<file path="config.mk">
export PLATFORM = sky130hd
export DESIGN_NAME = uart_cmd_responder
export DESIGN_NICKNAME = d
export VERILOG_FILES = /design/src/rtl/uart_pkg.sv /design/src/rtl/uart_cmd_responder.sv
export SDC_FILE = /design/constraint.sdc
export NUM_CORES = 1
export LEC_CHECK = 0
export ABC_AREA = 1
export CORE_ASPECT_RATIO = 1.75
export CORE_MARGIN = 3
export CORE_UTILIZATION = 45
export DETAILED_ROUTE_END_ITERATION = 12
export DONT_BUFFER_PORTS = 1
export GPL_ROUTABILITY_DRIVEN = 0
export MAX_ROUTING_LAYER = met4
export PLACE_DENSITY = 0.64
export SLEW_MARGIN = 20
export SYNTH_ARGS = -nofsm -noshare
export SYNTH_HDL_FRONTEND = slang
export SYNTH_SLANG_ARGS = --single-unit
export TNS_END_PERCENT = 50
</file>
<file path="constraint.sdc">
create_clock -name clk -period 1.7 [get_ports clk]
set_clock_uncertainty 0.2 [all_clocks]
set_input_delay 0.34 -clock clk [delete_from_list [all_inputs] [get_ports clk]]
set_output_delay 0.34 -clock clk [all_outputs]
set_load 0.01 [all_outputs]
</file>
<file path="src/rtl/uart_pkg.sv">
// Shared constants for the UART command responder: FSM state encodings,
// command opcodes and response bytes.
package uart_pkg;

  localparam int unsigned BYTE_W = 8;

  // FSM state encoding
  typedef logic [2:0] state_t;
  localparam state_t S_IDLE = 3'd0;
  localparam state_t S_ADDR = 3'd1;
  localparam state_t S_DATA = 3'd2;
  localparam state_t S_CSUM = 3'd3;
  localparam state_t S_BUS  = 3'd4;
  localparam state_t S_RSP  = 3'd5;

  // Command opcodes and response bytes
  localparam logic [BYTE_W-1:0] CMD_WRITE    = 8'h57;  // 'W'
  localparam logic [BYTE_W-1:0] CMD_READ     = 8'h52;  // 'R'
  localparam logic [BYTE_W-1:0] RSP_ACK      = 8'h4B;  // 'K'
  localparam logic [BYTE_W-1:0] RSP_NAK      = 8'h3F;  // '?'
  localparam logic [BYTE_W-1:0] RSP_CSUM_ERR = 8'h45;  // 'E'

endpackage

</file>
<file path="src/rtl/uart_cmd_responder.sv">
// UART command responder: parses 'W' addr data [csum] and 'R' addr byte
// commands from a UART receiver, performs a single register bus access and
// returns a one-byte response through the UART transmitter.
//
// Build option: define UART_RESP_CSUM_EN to require a fourth checksum byte
// (CMD_WRITE ^ addr ^ data) on write commands.
//
// Ports:
//   clk, resetn            clock, synchronous active-low reset
//   rx_data/rx_valid       received byte + one-cycle valid pulse
//   tx_data/tx_valid       response byte + one-cycle transmit request
//   tx_ready               transmitter idle
//   reg_addr/reg_wdata     register address / write data (held between commands)
//   reg_we/reg_re          one-cycle write / read strobes
//   reg_rdata              read data, valid the cycle after reg_re
//   err_timeout            pulse when a command is aborted on inter-byte timeout
//   err_overrun            pulse (same cycle) when a byte arrives while busy
module uart_cmd_responder
  import uart_pkg::*;
#(
  parameter int unsigned TIMEOUT_CLKS = 1000000,
  parameter int unsigned REG_ADDR_W   = 8
) (
  input  logic                  clk,
  input  logic                  resetn,
  input  logic [BYTE_W-1:0]     rx_data,
  input  logic                  rx_valid,
  output logic [BYTE_W-1:0]     tx_data,
  output logic                  tx_valid,
  input  logic                  tx_ready,
  output logic [REG_ADDR_W-1:0] reg_addr,
  output logic [BYTE_W-1:0]     reg_wdata,
  output logic                  reg_we,
  output logic                  reg_re,
  input  logic [BYTE_W-1:0]     reg_rdata,
  output logic                  err_timeout,
  output logic                  err_overrun
);

  localparam int unsigned CNT_W = (TIMEOUT_CLKS > 1) ? $clog2(TIMEOUT_CLKS) : 1;
  localparam logic [CNT_W-1:0] TMO_LAST = CNT_W'(TIMEOUT_CLKS - 1);

  state_t                  state_q, state_d;
  logic                    is_wr_q, is_wr_d;
  logic                    ph_q, ph_d;
  logic [CNT_W-1:0]        cnt_q, cnt_d;
  logic [BYTE_W-1:0]       tx_data_d;
  logic                    tx_valid_d;
  logic [REG_ADDR_W-1:0]   reg_addr_d;
  logic [BYTE_W-1:0]       reg_wdata_d;
  logic                    reg_we_d, reg_re_d, err_timeout_d;
  logic                    in_cmd;

  // Bytes arriving while the bus access or response is pending are dropped
  assign err_overrun = rx_valid && ((state_q == S_BUS) || (state_q == S_RSP));

  assign in_cmd = (state_q == S_ADDR) || (state_q == S_DATA) || (state_q == S_CSUM);

  // State and output registers
  always_ff @(posedge clk) begin
    if (!resetn) begin
      state_q     <= S_IDLE;
      is_wr_q     <= 1'b0;
      ph_q        <= 1'b0;
      cnt_q       <= '0;
      tx_data     <= '0;
      tx_valid    <= 1'b0;
      reg_addr    <= '0;
      reg_wdata   <= '0;
      reg_we      <= 1'b0;
      reg_re      <= 1'b0;
      err_timeout <= 1'b0;
    end else begin
      state_q     <= state_d;
      is_wr_q     <= is_wr_d;
      ph_q        <= ph_d;
      cnt_q       <= cnt_d;
      tx_data     <= tx_data_d;
      tx_valid    <= tx_valid_d;
      reg_addr    <= reg_addr_d;
      reg_wdata   <= reg_wdata_d;
      reg_we      <= reg_we_d;
      reg_re      <= reg_re_d;
      err_timeout <= err_timeout_d;
    end
  end

  // Next-state and next-output logic
  always_comb begin
    state_d       = state_q;
    is_wr_d       = is_wr_q;
    ph_d          = ph_q;
    cnt_d         = '0;
    tx_data_d     = tx_data;
    tx_valid_d    = 1'b0;
    reg_addr_d    = reg_addr;
    reg_wdata_d   = reg_wdata;
    reg_we_d      = 1'b0;
    reg_re_d      = 1'b0;
    err_timeout_d = 1'b0;

    case (state_q)
      S_IDLE: begin
        if (rx_valid) begin
          if (rx_data == CMD_WRITE) begin
            is_wr_d = 1'b1;
            state_d = S_ADDR;
          end else if (rx_data == CMD_READ) begin
            is_wr_d = 1'b0;
            state_d = S_ADDR;
          end else begin
            tx_data_d = RSP_NAK;
            state_d   = S_RSP;
          end
        end
      end
      // Strobes are issued on the edge that accepts the final byte so the
      // strobe cycle coincides with the first S_BUS cycle.
      S_ADDR: begin
        if (rx_valid) begin
          reg_addr_d = REG_ADDR_W'(rx_data);
          if (is_wr_q) begin
            state_d = S_DATA;
          end else begin
            reg_re_d = 1'b1;
            ph_d     = 1'b0;
            state_d  = S_BUS;
          end
        end
      end
      S_DATA: begin
        if (rx_valid) begin
          reg_wdata_d = rx_data;
`ifdef UART_RESP_CSUM_EN
          state_d = S_CSUM;
`else
          reg_we_d = 1'b1;
          state_d  = S_BUS;
`endif
        end
      end
`ifdef UART_RESP_CSUM_EN
      S_CSUM: begin
        if (rx_valid) begin
          if (rx_data == (CMD_WRITE ^ BYTE_W'(reg_addr) ^ reg_wdata)) begin
            reg_we_d = 1'b1;
            state_d  = S_BUS;
          end else begin
            tx_data_d = RSP_CSUM_ERR;
            state_d   = S_RSP;
          end
        end
      end
`endif
      // Read: wait out the strobe cycle, then capture reg_rdata
      S_BUS: begin
        if (is_wr_q) begin
          tx_data_d = RSP_ACK;
          state_d   = S_RSP;
        end else if (!ph_q) begin
          ph_d = 1'b1;
        end else begin
          ph_d      = 1'b0;
          tx_data_d = reg_rdata;
          state_d   = S_RSP;
        end
      end
      S_RSP: begin
        if (tx_ready) begin
          tx_valid_d = 1'b1;
          state_d    = S_IDLE;
        end
      end
      default: state_d = S_IDLE;
    endcase

    // Inter-byte timeout; an arriving byte always wins over expiry
    if (in_cmd && !rx_valid) begin
      if (cnt_q == TMO_LAST) begin
        state_d       = S_IDLE;
        err_timeout_d = 1'b1;
      end else begin
        cnt_d = cnt_q + CNT_W'(1);
      end
    end
  end

endmodule

</file>
Yosys cells after proc, flatten, opt, wreduce, memory -nomap -nowiden

Index checks and enable logic that the tools add are counted.

Multiplexer cells: 29
Add/subtract/negate cells: 1
Reductions and logical operators: 20
Equal/unequal tests: 15
Bitwise logic cells: 2

Operators by type and width:

| kind                  | number |
|---|---|
| $mux 8                | 5 |
| $mux 3                | 11 |
| $add 20x1->20 const B | 1 |
| $eq 20x20->1 const B  | 1 |
| $eq 8x7->1 const B    | 2 |
| $pmux 8 s2            | 1 |
| $pmux 3 s5            | 1 |
| $ne 2x2->1 const B    | 6 |
| $mux 1                | 10 |
| $reduce_and 2->1      | 5 |
| $eq 3x2->1 const B    | 2 |
| $eq 3x3->1 const B    | 2 |
| $reduce_and 3->1      | 2 |
| $reduce_bool 2->1     | 3 |
| $reduce_and 5->1      | 1 |
| $reduce_and 4->1      | 1 |
| $eq 3x1->1 const B    | 1 |
| $logic_not 3->1       | 1 |
| $logic_or 1x1->1      | 3 |
| $ne 3x3->1 const B    | 1 |
| $reduce_or 3->1       | 1 |
| $logic_and 1x1->1     | 2 |
| $not 1->1             | 2 |
| $pmux 1 s2            | 1 |
| $logic_not 1->1       | 1 |

Output and inout port bits: 29
Bits in registers: 53

Logic depth before layout (Yosys ltp)

Gate-level depths: netlist of run 1.

Word-level depth: 7
Gate-level depth with buffers: 9
Depth with buffers taken out: 9

Worst setup path after synthesis of run 1

No wires, ideal clock.

Path kind: reg-to-reg
Start: register cnt_q[0]
End: register cnt_q[10]
Library setup time: 0.114 ns
Buffers on the path: 1
Cell stages (with the launch flop): 10
Setup slack: 0.155 ns
Clock period less this slack: 1.545 ns
Arrival time: 1.230 ns
Cell sequence: dfxtp_1 ha_1 nand2_1 nor2_4 inv_1 nor2_1 nand3_1 nand2_1 buf_6 nor2_1

Longest elaborated chain between the ends: 2

RTL lines:

| what                                                  | RTL line                 | source |
|---|---|---|
| from (decl)                                           | uart_cmd_responder.sv:46 | `logic [CNT_W-1:0] cnt_q, cnt_d;` |
| from (signal assigned)                                | uart_cmd_responder.sv:77 | `cnt_q <= cnt_d;` |
| branches (longest 2 deep; another with $add 20x1->20) | --                       |  |

Parallel ways; which one is timed is not known.
A chain may end at the register's enable or synchronous reset.

Worst setup path after layout of run 1

Start: input port rx_data[3]
End: register tx_data[5]

Longest elaborated chain between the ends: 3

RTL lines:

| what                                 | RTL line                                             | source |
|---|---|---|
| from (decl)                          | uart_cmd_responder.sv:26                             | `input logic [BYTE_W-1:0] rx_data,` |
| $eq 8x7->1, on equally long branches | uart_cmd_responder.sv:108, uart_cmd_responder.sv:105 |  |
| $ne 2x2->1 (no line)                 | --                                                   |  |
| $reduce_and 5->1 (no line) (*)       | --                                                   |  |
| to (signal assigned)                 | uart_cmd_responder.sv:78                             | `tx_data <= tx_data_d;` |
| to (decl)                            | uart_cmd_responder.sv:28                             | `output logic [BYTE_W-1:0] tx_data,` |

Mark *: on every way between the ends. The rest lies on a longest branch, timed or not.

==> impl_metrics.json, run 1 <==
{
  "status": "finished clean",
  "synthesis.area_mm2": 0.00258,
  "yosys.area.top_type": "dfxtp_1",
  "core_area_mm2": 0.00543,
  "placed_area_mm2": 0.00265,
  "setup_viol": 0,
  "fillers": 570,
  "vdd_drop_max_v": 0.000411,
  "path_buf_inv": 2,
  "critPathLaunchType": "input port",
  "ys_types": 30,
  "postLayoutCellArea_mm2": 0.00293,
  "clock_path_buffers": 2,
  "yosysWarnings": 0,
  "num_io_pins": 49,
  "route.final.wire_length_um": 6190,
  "final_max_slew_viol_count": 0,
  "synth.top_cell.area_share": 0.411,
  "rsz0062_at_grt": "yes",
  "via_count": 2332,
  "critPathMaxStageDelay_ns": 0.55,
  "crit_fanout": 4,
  "tns_ns": 0,
  "min_period_ns": 1.64,
  "die_h_um": 106,
  "ys.flop_type": "dfxtp_1",
  "slowest_stage": "dlygate4sd3_1",
  "hold_ws_ns": 0.0275,
  "clkSinkCount": 53,
  "numCtsBuffers": 5,
  "finalHoldViolations": 0,
  "insertion_delay_ns": 0.30,
  "synth-edff-count": 0,
  "yosys-top-cells-area": "dfxtp_1, nand2_1, nor2_1",
  "synthArstFlopShare": 0,
  "dpl_worst_slack_ns": 0.0625,
  "first_pass_iters": 8,
  "syn_avg_cell_area_um2": 7.04,
  "h-tree-depth": 2,
  "area_growth_pct": 13.6,
  "clk_pin_slew_ns": 0.10,
  "end_kind": "flip-flop",
  "die_w_um": 63.3,
  "crit_type": "in2reg",
  "drt_iter0_markers": 167,
  "grt_usage": 0.187,
  "fin_ws_ns": 0.0589,
  "ant_nets": 0,
  "path_delay_family": "simple AND/OR/NAND/NOR gates",
  "fin_util": 0.540,
  "synth_fp_nets": 388,
  "max_slew.worst_pin.slew_ns": 0.753,
  "clock.fmax_mhz": 609,
  "cp.required_ns": 1.71,
  "max_cap_violations": 0,
  "wire_per_inst_um": 13.5,
  "nets": 406,
  "grt_pass1_vias": 2212,
  "num_antenna_cells": 0,
  "cts_tree": "done",
  "overflow": 0,
  "fin_crit_sh": 0.965,
  "dieArea_mm2": 0.00672,
  "synth_seq_cells": 53,
  "dp_hpwl_um": 4350,
  "cp_cell_sequence": "dlygate4sd3_1 > inv_2 > nand2_4 > nor2_4 > nand2_4 > nand3_2 > nand3_1 > nand2_1 > nor2_1",
  "seq_area_frac_synth": 0.411,
  "drc": 0,
  "row_count": 35,
  "cts_root_buf": "clkbuf_8",
  "yosysMostFrequentCell": "nand2_1",
  "crit_arrival_ns": 1.65,
  "cpMostUsedCell": "nand2_4",
  "port_buffers": 0,
  "drive_gt1_frac": 0.117,
  "start_util": 0.476,
  "slew-limit-headroom": 0.498,
  "grt_start_max_net_pins": 25,
  "power_density_mw_per_mm2": 821,
  "hp-class": "in2reg",
  "synth_cells": 367,
  "vias_per_cell": 5.07,
  "antenna_found_initial": 0,
  "synth_common_cells": "nand2_1, nor2_1, dfxtp_1",
  "leakagePower_uw": 0.00110,
  "grt_pass1_wl_um": 9900
}
cell type report:
type	count	area, um^2	area share
clock buffers	5	68.8	0.0235
clock inverters	3	22.5	0.00768
inverters	50	190	0.0648
multi-input cells	258	1340	0.456
flip-flops and latches	53	1060	0.362
well taps	74	92.6	0.0316
repair buffers	17	159	0.0542
stage by stage:
stage | cells | power, uW
5_1_grt | 460 | 2520
6_report | 460 | 2410
3_3_place_gp | 439 | 1660
3_5_place_dp | 439 | 1670
4_1_cts | 457 | 2410
2_1_floorplan | 367 | 1630
layout by cell type, fill, tap and decap left out:
cell type,instances
nand2_1,68
inv_1,44
o21ai_4,1
nor4_1,1
ha_2,1
nor2_8,2
nor2_2,2
nor3_2,1
nand3_2,2
dlymetal6s4s_1,1
clkbuf_8,5
nand4_1,7
or2_1,3
dlygate4sd3_1,9
nand3b_1,4
nand3_4,2
dfxtp_2,1
xnor2_1,2
dfxtp_1,52
o21bai_1,1
nor3_1,4
nor2_4,5
buf_4,6
nand2_4,5
buf_6,1
nor2_1,66
nand3_1,23
clkinvlp_4,3
nand2_2,2
xor2_1,6
o21ai_0,19
a21oi_1,31
inv_2,5
inv_4,1
power by group:
group	internal (uW)	total [uW]	switching, uW	leakage, uW
Combinational	128	330	202	0.000636
Clock	290	718	428	0.0000364
Sequential	1300	1360	64.1	0.000431
path summary, 6_finish.rpt:
| check | from | cells past startpoint | to | slack, ns |
|---|---|---|---|---|
| setup / recovery | rx_data[3] | 9 | tx_data[5] | 0.06 |
| hold / removal | rx_data[2] | 2 | reg_wdata[2] | 0.03 |
| setup reg to reg | cnt_q[0] | 9 | cnt_q[7] | 0.09 |
| hold reg to reg | cnt_q[0] | 1 | cnt_q[0] | 0.22 |
registers in the layout, summed over array words and instances, names as in the netlist:
signal / count
tx_valid: 1
state_q: 3
err_timeout: 1
reg_we: 1
cnt_q: 20
is_wr_q: 1
ph_q: 1
reg_wdata: 8
reg_addr: 8
reg_re: 1
tx_data: 8
kinds of logic after synthesis:
group / after synthesis / share of synthesized area
fa+ha+maj: 1 / 0.00484
simple gates: 195 / 0.351
flops: 53 / 0.411
xor+xnor: 8 / 0.0271
buf+inv: 58 / 0.100
compound gates: 52 / 0.106
metal layers:
layer  wire length [um]  vias up  global-route usage  part of all wire
met5                  0        -                   -                 0
met4                159        0              0.0866             0.026
met3                252       17              0.0338             0.041
met2               3510       63               0.348              0.57
met1               2270     1055               0.184              0.37
li1                   -     1197                   -                 -
what timing repair did:
| item | in CTS | in global routing |
|---|---|---|
| buffers inserted | 0 | 1 |
| endpoints found under the hold margin | 25 | 0 |
| gates resized for setup | 1 | 17 |
| setup endpoints to repair | 1 | 42 |
| pin swaps | 0 | 4 |
| hold buffers | 10 | 0 |
| cloned | 0 | 2 |
Power figures use the tool's default switching activity.
==> run 2: changes to the inputs <==
ABC_AREA = 0   (was 1)
==> run 2 against run 1 <==
  * The run now ends with setup timing left
  * Utilization is 6.6 points higher
  * Sequential cell count stayed put
  * Fmax is 18% lower
  * Register-to-register slack worse by 0.39 ns
  * Cell count is 18% lower
  * Clock power is 41% higher
  * Count of clock-buffer cells in the layout stayed put
  * Routed wire length is 1.1% lower
  * Cell area is 3.7% higher
  * Hold slack worse by 0.022 ns
  * Combinational power is 4% higher
  * Via count is 8.7% lower
  * Critical endpoint is now cnt_q[19]
  * Largest power group unchanged
==> impl_metrics.json, run 2 <==
{
  "status": "complete, but fails checks",
  "violations": "setup timing",
  "num_antenna_cells": 0,
  "core_area_mm2": 0.00502,
  "largest_register_ffs": 20,
  "tns_ns": -6.96,
  "crit_start": "cnt_q[11]",
  "leakagePower_uw": 0.00112,
  "start_util": 0.474,
  "crit_fanout": 4,
  "slew-limit-headroom": 0.578,
  "ys_types": 47,
  "wire_per_inst_um": 16.2,
  "setup_viol": 33,
  "cp.required_ns": 1.70,
  "crit_arrival_ns": 2.00,
  "critPathMaxStageDelay_ns": 0.52,
  "area_growth_pct": 27.9,
  "clock_path_buffers": 2,
  "vdd_drop_max_v": 0.000692,
  "yosysWarnings": 0,
  "critPathLaunchType": "flip-flop",
  "fillers": 442,
  "drt_iter0_markers": 62,
  "dpl_worst_slack_ns": -0.278,
  "drive_gt1_frac": 0.226,
  "postLayoutCellArea_mm2": 0.00304,
  "fin_util": 0.606,
  "first_pass_iters": 6,
  "overflow": 0,
  "yosys-top-cells-area": "dfxtp_1, mux2i_1, nand2_1",
  "end_kind": "flip-flop",
  "clk_pin_slew_ns": 0.10,
  "row_count": 34,
  "cts_tree": "done",
  "dp_hpwl_um": 4380,
  "cp_cell_sequence": "or4b_4 > or4_4 > o21bai_4 > buf_2 > a21oi_1",
  "grt_pass1_wl_um": 9830,
  "finalHoldViolations": 0,
  "grt_pass1_vias": 2203,
  "port_buffers": 0,
  "synth_fp_nets": 293,
  "power_density_mw_per_mm2": 889,
  "final_max_slew_viol_count": 0,
  "fin_ws_ns": -0.300,
  "via_count": 2129,
  "min_period_ns": 2.00,
  "ant_nets": 0,
  "num_io_pins": 49,
  "layout_common_cells": "dfxtp_1, buf_4, nand2_1",
  "r2r-end": "cnt_q[19]",
  "die_w_um": 61.0,
  "placed_area_mm2": 0.00270,
  "clock.fmax_mhz": 500,
  "postCtsSetupBuffers": 0,
  "die_h_um": 102,
  "yosysMostFrequentCell": "dfxtp_1",
  "hp-class": "in2reg",
  "synth_cells": 272,
  "synthesis.area_mm2": 0.00238,
  "max_cap_violations": 0,
  "drc": 0,
  "syn_avg_cell_area_um2": 8.74,
  "route.final.wire_length_um": 6130,
  "seq_area_frac_synth": 0.446,
  "synth-edff-count": 0,
  "numCtsBuffers": 5,
  "synthArstFlopShare": 0,
  "fin_crit_sh": 1.18,
  "clkSinkCount": 53,
  "grt_usage": 0.216,
  "insertion_delay_ns": 0.31,
  "rrSetupSlack_ns": -0.30,
  "r2r-start": "cnt_q[11]",
  "antenna_found_initial": 0,
  "reg2reg_depth": 5,
  "vias_per_cell": 5.65,
  "synth_seq_cells": 53,
  "h-tree-depth": 2,
  "cts_root_buf": "clkbuf_8",
  "synth.top_cell.area_share": 0.446,
  "dieArea_mm2": 0.00623,
  "regMostFlops": "cnt_q",
  "rsz0062_at_grt": "yes",
  "yosys.area.top_type": "dfxtp_1",
  "ys.flop_type": "dfxtp_1",
  "synth_common_cells": "dfxtp_1, nand2_1, nor2_1",
  "hold_ws_ns": 0.00534,
  "crit_end": "cnt_q[19]",
  "grt_start_max_net_pins": 19,
  "nets": 343,
  "crit_type": "reg2reg",
  "final_common_cell": "dfxtp_1",
  "max_slew.worst_pin.slew_ns": 0.631,
  "slowest_stage": "or4b_4"
}
run 2: critical path, delay by kind of cell (launching register included):
| kind | cells | cell delay (ns) |
|---|---|---|
| buf+inv | 1 | 0.17 |
| simple gates | 2 | 0.98 |
| compound gates | 2 | 0.21 |
| flops | 1 | 0.33 |
run 2: worst min-delay path by stage:
stage / from / end / cells past startpoint
5_1_grt: resetn / tx_data[7] / 2
3_5_place_dp: resetn / reg_we / 1
2_1_floorplan: cnt_q[19] / cnt_q[19] / 2
6_report: resetn / tx_data[7] / 2
3_3_place_gp: resetn / reg_we / 1
4_1_cts: resetn / tx_data[7] / 2
run 2: per-stage QoR:
stage | cells | power (uW)
floorplan | 272 | 1570
global placement | 356 | 1650
detailed placement | 356 | 1660
CTS | 375 | 2720
global route | 377 | 2820
finish | 377 | 2700
run 2: cells by family after synthesis:
logic type / after synthesis / synth area share
flops: 53 / 0.446
compound gates: 44 / 0.110
xor+xnor: 12 / 0.0442
buf+inv: 21 / 0.0484
fa+ha+maj: 1 / 0.00526
mux: 17 / 0.0715
simple gates: 124 / 0.274
run 2: final cells by class:
class,count,area [um^2],area share
Multi-Input combinational cell,198,1270,0.418
Inverter,9,33.8,0.0111
Timing Repair Buffer,55,468,0.154
Clock buffer,5,68.8,0.0226
Sequential cell,53,1060,0.350
Tap cell,54,67.6,0.0222
Clock inverter,3,68.8,0.0226
run 2: routing by layer:
| layer | global-route usage | wire length (um) | vias up |
|---|---|---|---|
| met1 | 0.198 | 2090 | 999 |
| li1 | - | - | 1052 |
| met5 | - | 0 | - |
| met3 | 0.0442 | 256 | 20 |
| met2 | 0.397 | 3570 | 58 |
| met4 | 0.115 | 214 | 0 |
run 2: timing repair:
action	in CTS	in global routing
gates cloned	0	1
pin swaps	3	0
gates resized for setup	10	9
endpoints found under the setup margin	34	46
hold endpoints to repair	27	1
hold buffers	11	1
run 2: power by group:
group	total (uW)	switching, uW	internal [uW]
Sequential	1350	55.5	1290
Clock	1010	422	593
Combinational	343	171	172
Total	2700	648	2060
